===== config.mk =====
export PLATFORM = sky130hd
export DESIGN_NAME = jzjpcc_mmio_controller
export DESIGN_NICKNAME = d
export VERILOG_FILES = /design/src/rtl/jzjpcc_mmio_pkg.sv /design/src/rtl/jzjpcc_mmio_input_sync.sv /design/src/rtl/jzjpcc_mmio_controller.sv
export SDC_FILE = /design/constraint.sdc
export NUM_CORES = 2
export LEC_CHECK = 0
export ABC_CLOCK_PERIOD_IN_PS = 2300
export BUFFER_PORTS_ARGS = -buffer_cell sky130_fd_sc_hd__buf_2
export CAP_MARGIN = 0
export CORE_UTILIZATION = 50
export CTS_BUF_LIST = sky130_fd_sc_hd__clkbuf_2 sky130_fd_sc_hd__clkbuf_4 sky130_fd_sc_hd__clkbuf_8
export DETAILED_ROUTE_END_ITERATION = 12
export PLACE_DENSITY = 0.78
export SYNTH_ARGS = -nofsm -noshare
export SYNTH_HDL_FRONTEND = slang
export SYNTH_SLANG_ARGS = --single-unit
export TNS_END_PERCENT = 20

===== constraint.sdc =====
create_clock -name clock -period 2.3 [get_ports clock]
set_input_delay 0.46 -clock clock [delete_from_list [all_inputs] [get_ports clock]]
set_output_delay 0.46 -clock clock [all_outputs]
set_load 0.02 [all_outputs]

===== src/rtl/jzjpcc_mmio_pkg.sv =====
// Shared definitions for the jzjpcc memory-mapped IO controller.
// Contents:
//   mmio_bank_e       - register bank selected by the upper window offset bits
//   expandByteEnable  - turns a 4-bit byte enable into a 32-bit bit mask
//   mergeBytes        - replaces only the enabled bytes of a word
package jzjpcc_mmio_pkg;

  typedef enum logic [1:0] {
    MMIO_BANK_OUT     = 2'd0,
    MMIO_BANK_DIR     = 2'd1,
    MMIO_BANK_IN      = 2'd2,
    MMIO_BANK_PENDING = 2'd3
  } mmio_bank_e;

  function automatic logic [31:0] expandByteEnable(input logic [3:0] byteEnable);
    logic [31:0] mask;
    mask = '0;
    for (int i = 0; i < 4; i++) begin
      mask[8*i +: 8] = {8{byteEnable[i]}};
    end
    return mask;
  endfunction

  function automatic logic [31:0] mergeBytes(input logic [31:0] oldWord,
                                             input logic [31:0] newWord,
                                             input logic [3:0]  byteEnable);
    logic [31:0] mask;
    mask = expandByteEnable(byteEnable);
    return (oldWord & ~mask) | (newWord & mask);
  endfunction

endpackage


===== src/rtl/jzjpcc_mmio_input_sync.sv =====
// Input path for one 32-bit IO port: synchroniser chain, previous-value
// register and sticky change-pending flags.
// Ports:
//   clock, reset  - core clock, synchronous active-high reset
//   raw           - asynchronous external input word
//   clearMask     - write-1-to-clear mask for the pending flags
//   detectEnable  - change detection allowed (synchroniser warm-up done)
//   synced        - output of the last synchroniser stage
//   pending       - sticky change flags
module jzjpcc_mmio_input_sync #(
  parameter int SYNC_STAGES = 2
) (
  input  logic        clock,
  input  logic        reset,
  input  logic [31:0] raw,
  input  logic [31:0] clearMask,
  input  logic        detectEnable,
  output logic [31:0] synced,
  output logic [31:0] pending
);

  logic [31:0] chain [SYNC_STAGES];
  logic [31:0] prev;

  assign synced = chain[SYNC_STAGES-1];

  // A fresh change is ORed in after the clear, so a simultaneous set wins.
  always_ff @(posedge clock) begin
    if (reset) begin
      for (int i = 0; i < SYNC_STAGES; i++) begin
        chain[i] <= '0;
      end
      prev    <= '0;
      pending <= '0;
    end else begin
      chain[0] <= raw;
      for (int i = 1; i < SYNC_STAGES; i++) begin
        chain[i] <= chain[i-1];
      end
      prev    <= synced;
      pending <= (pending & ~clearMask) | (detectEnable ? (synced ^ prev) : 32'h0);
    end
  end

endmodule


===== src/rtl/jzjpcc_mmio_controller.sv =====
// Memory-mapped IO block for the jzjpcc core. The window holds four banks
// (OUT, DIR, IN, PENDING) of NUM_PORTS words each.
// Ports:
//   clock, reset     - core clock, synchronous active-high reset
//   busAddress       - byte address from the memory stage ([1:0] ignored)
//   busWriteData     - write data
//   busByteEnable    - per-byte write enables
//   busWriteEnable   - write strobe
//   busReadEnable    - read strobe
//   busHit           - combinational: address falls inside the window
//   busReadData      - registered read data, 0 when no hit read last cycle
//   mmioInputs       - raw external inputs, one word per port
//   mmioOutputs      - output data registers
//   mmioDirection    - per-bit direction registers (1 = drive)
//   irq              - registered OR of all pending flags
module jzjpcc_mmio_controller
  import jzjpcc_mmio_pkg::*;
#(
  parameter int          NUM_PORTS   = 8,
  parameter logic [31:0] BASE_ADDR   = 32'hFFFFFF80,
  parameter int          SYNC_STAGES = 2
) (
  input  logic                       clock,
  input  logic                       reset,
  input  logic [31:0]                busAddress,
  input  logic [31:0]                busWriteData,
  input  logic [3:0]                 busByteEnable,
  input  logic                       busWriteEnable,
  input  logic                       busReadEnable,
  output logic                       busHit,
  output logic [31:0]                busReadData,
  input  logic [NUM_PORTS-1:0][31:0] mmioInputs,
  output logic [NUM_PORTS-1:0][31:0] mmioOutputs,
  output logic [NUM_PORTS-1:0][31:0] mmioDirection,
  output logic                       irq
);

  localparam int         PORT_SHIFT = $clog2(NUM_PORTS);
  localparam int         WIN_BITS   = PORT_SHIFT + 4;
  localparam int         PORT_BITS  = (PORT_SHIFT == 0) ? 1 : PORT_SHIFT;
  localparam logic [3:0] WARM_MAX   = 4'(SYNC_STAGES + 1);

  logic [31:0]                offset;
  logic [PORT_BITS-1:0]       portSel;
  mmio_bank_e                 bankSel;
  logic                       writeHit;
  logic                       readHit;
  logic [31:0]                readMux;
  logic [3:0]                 warmCount;
  logic                       detectEnable;
  logic [NUM_PORTS-1:0][31:0] syncedIn;
  logic [NUM_PORTS-1:0][31:0] pendingBits;
  logic [NUM_PORTS-1:0][31:0] clearMasks;

  // The base is aligned to the window size, so comparing the bits above the
  // window is an exact range test and cannot overflow at the top of memory.
  assign busHit   = (busAddress >> WIN_BITS) == (BASE_ADDR >> WIN_BITS);
  assign offset   = busAddress - BASE_ADDR;
  assign portSel  = PORT_BITS'((offset >> 2) & 32'(NUM_PORTS - 1));
  assign bankSel  = mmio_bank_e'(2'((offset >> (PORT_SHIFT + 2)) & 32'd3));
  assign writeHit = busWriteEnable & busHit;
  assign readHit  = busReadEnable & busHit;

  // Detection stays off until the chain and prev have refilled after reset.
  assign detectEnable = (warmCount == WARM_MAX);

  for (genvar p = 0; p < NUM_PORTS; p++) begin : gen_port
    jzjpcc_mmio_input_sync #(
      .SYNC_STAGES (SYNC_STAGES)
    ) u_input_sync (
      .clock        (clock),
      .reset        (reset),
      .raw          (mmioInputs[p]),
      .clearMask    (clearMasks[p]),
      .detectEnable (detectEnable),
      .synced       (syncedIn[p]),
      .pending      (pendingBits[p])
    );
  end

  // W1C mask: only the addressed port, only within enabled bytes.
  always_comb begin
    clearMasks = '0;
    for (int p = 0; p < NUM_PORTS; p++) begin
      if (writeHit && (bankSel == MMIO_BANK_PENDING) && (portSel == PORT_BITS'(p))) begin
        clearMasks[p] = busWriteData & expandByteEnable(busByteEnable);
      end
    end
  end

  always_comb begin
    readMux = '0;
    case (bankSel)
      MMIO_BANK_OUT:     readMux = mmioOutputs[portSel];
      MMIO_BANK_DIR:     readMux = mmioDirection[portSel];
      MMIO_BANK_IN:      readMux = syncedIn[portSel];
      MMIO_BANK_PENDING: readMux = pendingBits[portSel];
      default:           readMux = '0;
    endcase
  end

  // readMux samples pre-edge state, so a same-cycle write is not visible.
  always_ff @(posedge clock) begin
    if (reset) begin
      mmioOutputs   <= '0;
      mmioDirection <= '0;
      busReadData   <= '0;
      irq           <= 1'b0;
      warmCount     <= '0;
    end else begin
      if (writeHit && (bankSel == MMIO_BANK_OUT)) begin
        mmioOutputs[portSel] <= mergeBytes(mmioOutputs[portSel], busWriteData, busByteEnable);
      end
      if (writeHit && (bankSel == MMIO_BANK_DIR)) begin
        mmioDirection[portSel] <= mergeBytes(mmioDirection[portSel], busWriteData, busByteEnable);
      end
      busReadData <= readHit ? readMux : 32'h0;
      irq         <= |pendingBits;
      if (warmCount != WARM_MAX) begin
        warmCount <= warmCount + 4'd1;
      end
    end
  end

endmodule


* Yosys cells after proc, flatten, opt, wreduce, memory -nomap -nowiden
Memories as Yosys holds them, arrays and structs flattened. Index checks and enable logic that the tools add are counted. Widths: inputs -> output; s select.
Cells by class: equal/unequal tests 13, multiplexer cells 48, $add $sub $neg 2, divide/modulo/power cells 0, reduce and logical (&&, ||, !) cells 16, bitwise gates (word level) 57, magnitude comparators 2, multiply operators 0, shift operators 0
Operator list (number):
- $mux 32 | 37
- $bwmux 256 | 2
- $bmux 32 s3 | 4
- $and 32x32->32 | 11
- $or 32x32->32 | 10
- $not 32->32 | 9
- $reduce_or 256->1 | 1
- $xor 32x32->32 | 8
- $pmux 32 s4 | 1
- $demux 32 s3 | 1
- $eq 25x25->1 const B | 1
- $or 1x1->1 | 16
- $eq 3x3->1 const B | 4
- $logic_and 1x1->1 | 12
- $sub 7x1->7 const B | 1
- $eq 3x2->1 const B | 2
- $add 4x1->4 const B | 1
- $eq 2x2->1 const B | 2
- $eq 4x2->1 const B | 1
- $lt 3x4->1 const B | 1
- $ne 4x2->1 const B | 1
- $eq 3x1->1 const B | 1
- $ge 3x1->1 const B | 1
- $logic_not 3->1 | 1
- 6 further kinds | 9
Word-level totals: logic and storage cells 181, memory bits (writable) 512, input bits 328, memory bits (read-only) 0, register bits 1061, bits in latches 0, memories 8, output and inout bits 546
Memory list:
- gen_port[0].u_input_sync.chain | words 2, bits a word 32, read ports 2, clocked after memory_dff 0, write ports 2, line jzjpcc_mmio_input_sync.sv:22 | logic [31:0] chain [SYNC_STAGES];
- gen_port[1].u_input_sync.chain | words 2, bits a word 32, read ports 2, clocked after memory_dff 0, write ports 2, line jzjpcc_mmio_input_sync.sv:22
- gen_port[2].u_input_sync.chain | words 2, bits a word 32, read ports 2, clocked after memory_dff 0, write ports 2, line jzjpcc_mmio_input_sync.sv:22
- gen_port[3].u_input_sync.chain | words 2, bits a word 32, read ports 2, clocked after memory_dff 0, write ports 2, line jzjpcc_mmio_input_sync.sv:22
- gen_port[4].u_input_sync.chain | words 2, bits a word 32, read ports 2, clocked after memory_dff 0, write ports 2, line jzjpcc_mmio_input_sync.sv:22
- gen_port[5].u_input_sync.chain | words 2, bits a word 32, read ports 2, clocked after memory_dff 0, write ports 2, line jzjpcc_mmio_input_sync.sv:22
- +2 memories

* Longest topological paths before layout
depth in word-level cells 8, depth in mapped cells 11, mapped depth without buffers 6

* Hierarchy
A second synthesis with hierarchy kept.
Second synthesis, totals: cells, all modules 6112, area total of the unflattened synthesis 64854.7 sq um
By module, submodules not included:
- jzjpcc_mmio_input_sync | area an instance 4440.5 sq um, seq. area each 2562.5 sq um, cells each 370, instances 8
- jzjpcc_mmio_controller | area an instance 29330.6 sq um, seq. area each 10990.5 sq um, cells each 3152, instances 1

* Worst setup path after synthesis
OpenSTA, ideal clock, no wires.
path kind input port to flip-flop, from input port busAddress[2], to register mmioDirection[146] (netlist name), arrival time 2225 ps, setup slack -69 ps, setup time 144 ps, stages on the path 7, required time 2156 ps, buffers on the path 3, cells stage by stage buf_6 -> buf_12 -> buf_4 -> mux4_2 -> mux2_2 -> a21oi_1 -> a221oi_1
Between the ends: word-level cells in the longest chain between the ends 6, elaborated cells between the ends (all ways) 13, those cells by class 1 x add/sub; 2 x order compare; 1 x eq/ne; 5 x mux; 2 x bitwise; 2 x reduce/logical
RTL lines:
- start, declared | line jzjpcc_mmio_controller.sv:25 | input logic [31:0] busAddress,
- $sub 7x1->7 (*) | line jzjpcc_mmio_controller.sv:58 | assign offset = busAddress - BASE_ADDR;
- $lt 3x4->1 (implied by the code), or another cell as far along | line jzjpcc_mmio_controller.sv:115 | mmioDirection[portSel] <= mergeBytes(mmioDirection[portSel], busWriteData, busByteEnable);
- $logic_and 1x1->1 (implied by the code) or $mux 32 (tied branches) | line jzjpcc_mmio_controller.sv:115
- $mux 32 (implied by the code) or $and 32x32->32 (tied branches) | line jzjpcc_mmio_controller.sv:115, jzjpcc_mmio_pkg.sv:29
- $demux 32 s3 or $or 32x32->32 (tied branches) | line jzjpcc_mmio_controller.sv:115, jzjpcc_mmio_pkg.sv:29
- $bwmux 256 | line jzjpcc_mmio_controller.sv:115
- end signal, assigned by index | line jzjpcc_mmio_controller.sv:115
- end, declared | line jzjpcc_mmio_controller.sv:34 | output logic [NUM_PORTS-1:0][31:0] mmioDirection,
Mark *: on every way between the ends. The rest lies on a longest branch, timed or not. The select of a mux whose other input is x is not followed. A chain may end at the register's enable or synchronous reset.

* Worst setup path after layout
from register mmioDirection[72] (netlist name), to output port mmioDirection[72] (netlist name)
No word-level cell between the ends.

==> run summary <==
commonest cells in the netlist: dfxtp_1, nor2b_1, o21ai_0
GRT overflow: 0
post-place instance area: 69700 um2
WS Path Type: register to output pin
vias per std cell: 5.88
Starting Density: 50.4%
Worst-path clk slew: 0.07 ns
Power Internal: 44.7 mW
P&R area growth vs syn: 29.3%
failing checks: negative setup slack
Async S/R FF share, synth: 0%
share of layout cells above drive strength 1: 28.5%
Top-Level Pins: 874
clock tree buffer depth: 4
#FFs+latches synth: 1573
CP max stage cell: dfxtp_1
total CTS buffers: 274
clock sink count: 1573
root buf cell: clkbuf_8
clock network power share: 43.8%
Port Buffers: 871
final net count: 7503
Max rail drop VDD: 0.663 mV
worst setup margin: -0.0102 ns
most common flop cell mapped by yosys: dfxtp_1
filler instances: 9362
top post-synthesis cells by area: dfxtp_1, nor2b_1, mux4_2, o21ai_0, xnor2_1
Overall Global Routing Usage: 39.6%
clk_lat worst skew: 1.00 ns
slew margin rel.: 48.9%
Max-cap violations: 0
WL/cell: 27.8 um
P per Cell Area: 759 nW/um2
# DRC: 0
CP required: 1.84 ns
die span in y: 349 um
crit path cell chain: buf_2
switching pwr: 14.5 mW
post-synth top area cell: dfxtp_1
Avg Cell Area, Syn: 10.5 um2
largest stage delay on the critical path: 0.59 ns
total core area: 120000 um2
largest net degree at the start of global routing: 142
critical path startpoint category: register
Fin. Hold Viols: 0
Seq/Total Area, Yosys: 52.2%
run status: finished, violations left
Setup violations, final: 1
synthesized area: 60400 um2
CP bufs+invs: 1
die width: 349 um
HP Class: primary input to register
Design Area, Final: 78000 um2
Pwr Total: 59.2 mW
# Post-CTS Setup Buffers: 0
Worst Skew: 0.0901 ns
drt first pass iters: 9
min Tclk post-route: 2.31 ns
delay-heaviest family, CP: flip-flops
first-pass GRT wire length: 351 mm
leakage: 31.6 nW
fin crit share: 100%
synth unique cells: 69
RSZ-0062 raised after global routing: no
Final ANT Viol Nets: 0
initial DRC count: 7501
critical path arrival: 1.85 ns
Cells after Synth: 5737
setup TNS: -0.0102 ns
most common cell in the netlist: dfxtp_1
vias in the first global route: 50218
FP Rows: 127
WL final: 250 mm
Crit. End Element: output pin
Die Area: 122000 um2
Logic pwr share: 8.1%
Fmax achieved: 0.433 GHz
TritonCTS clock tree: done
Switching Fraction: 24.5%
synth warn: 0
Detail Placement HPWL: 183 mm
CP max FO: 2
Yosys top cell area share: 52.2%
RePlAce Congestion: 1.05
H-tree level count: 5
initial antenna violation count: 29
Worst Tran Pin Value: 0.766 ns
share of power burned in registers: 48.1%
Via Count: 52745
final slew viol count: 0
number of synthesized flops with an enable pin: 0
Net Count, Synth: 6066
final core utilization: 65.1%
-- power by group through the flow --
stage | sequential, mW | clock [mW] | combinational (mW)
6_report | 28.5 | 26.0 | 4.79
5_1_grt | 28.5 | 27.4 | 4.94
4_1_cts | 28.5 | 26.0 | 4.61
3_5_place_dp | 29.0 | 0 | 4.22
3_3_place_gp | 29.0 | 0 | 4.18
2_1_floorplan | 28.8 | 0 | 2.28
-- sequential cells by signal, indices dropped and copies added (netlist names) --
name	cells
irq	1
gen_port.u_input_sync.prev	256
busReadData	32
gen_port.u_input_sync.pending	256
mmioOutputs	256
gen_port.u_input_sync.chain	512
warmCount	4
mmioDirection	256
-- metal layers --
metal | vias up | track usage (%) | share of wire (%)
li1 | 22799 | - | -
met1 | 25501 | 49.1 | 36
met2 | 3721 | 60.0 | 44
met3 | 718 | 11.4 | 12
met4 | 6 | 26.2 | 7.3
met5 | - | 0 | 0.014
-- placed cells by master (no fill, tap or decap), types with 78 or more instances in the layout --
master         Yosys  layout
a211oi_1         119     119
buf_12             3     120
buf_2             58     867
buf_4             23     311
clkbuf_4           0      78
clkbuf_8           0     327
dfxtp_1         1573    1565
dlygate4sd3_1      0     284
inv_1             82      81
mux4_2           238     238
nand2_1          339     339
nand3b_1         154     154
nor2_1           127     125
nor2b_1         1034    1033
o21ai_0          823     823
xnor2_1          256     256
-- logic make-up after synthesis --
family,Yosys count,synth area share (%)
AO/OA/AOI/OAI,1208,11.9
XOR/XNOR,258,3.74
AND/OR/NAND/NOR,1851,17.8
buffers and inverters,508,3.73
adder cells (fa/ha/maj),1,0.0207
flip-flops,1573,52.2
multiplexers,338,10.7
-- area by class of cell --
cell class              count  area [um2]  share of cell area [%]
diodes                     19        47.5                  0.0609
clock buffers             404        5070                    6.50
clock inverters            42         367                   0.470
inverters                  83         312                   0.399
multi-input cells        3656       26700                    34.3
flip-flops and latches   1573       31500                    40.4
well taps                1612        2020                    2.58
repair buffers           1586       12000                    15.3
-- stage by stage --
stage	instances	setup WS (ns)	hold WS [ns]
global route	8967	0.000135	0.0659
CTS	8956	0.00297	0.00450
floorplan	5737	-0.0285	0.414
global placement	8226	-0.476	0.424
finish	8975	-0.0102	0.0875
detailed placement	8226	-0.486	0.420
-- worst register-to-register path: cells and delay by family, from the launching register on --
| kind | cells | cell delay (ns) |
|---|---|---|
| AO/OA/AOI/OAI | 2 | 0.63 |
| buffers and inverters | 1 | 0.54 |
| flip-flops | 1 | 0.35 |
| multiplexers | 2 | 0.60 |
| AND/OR/NAND/NOR | 1 | 0.08 |
-- final timing paths --
| kind | cells past startpoint | from | endpoint | slack, ns |
|---|---|---|---|---|
| worst max-delay path | 1 | mmioDirection[72] | mmioDirection[72] | -0.01 |
| worst min register to register | 1 | gen_port[3].u_input_sync.chain[0][21] | gen_port[3].u_input_sync.chain[0][53] | 0.38 |
| worst max register to register | 6 | mmioDirection[227] | busReadData[3] | 0.08 |
| worst min-delay path | 6 | busWriteData[25] | mmioOutputs[89] | 0.09 |
-- what timing repair did --
item / 4_1_cts / 5_1_grt
pin swaps: 0 / 0
endpoints found under the setup margin: 5 / 5
gates resized for setup: 5 / 4
hold endpoints to repair: 328 / 0
hold buffers: 284 / 0
Note: power is estimated with default switching activity, not from simulation.
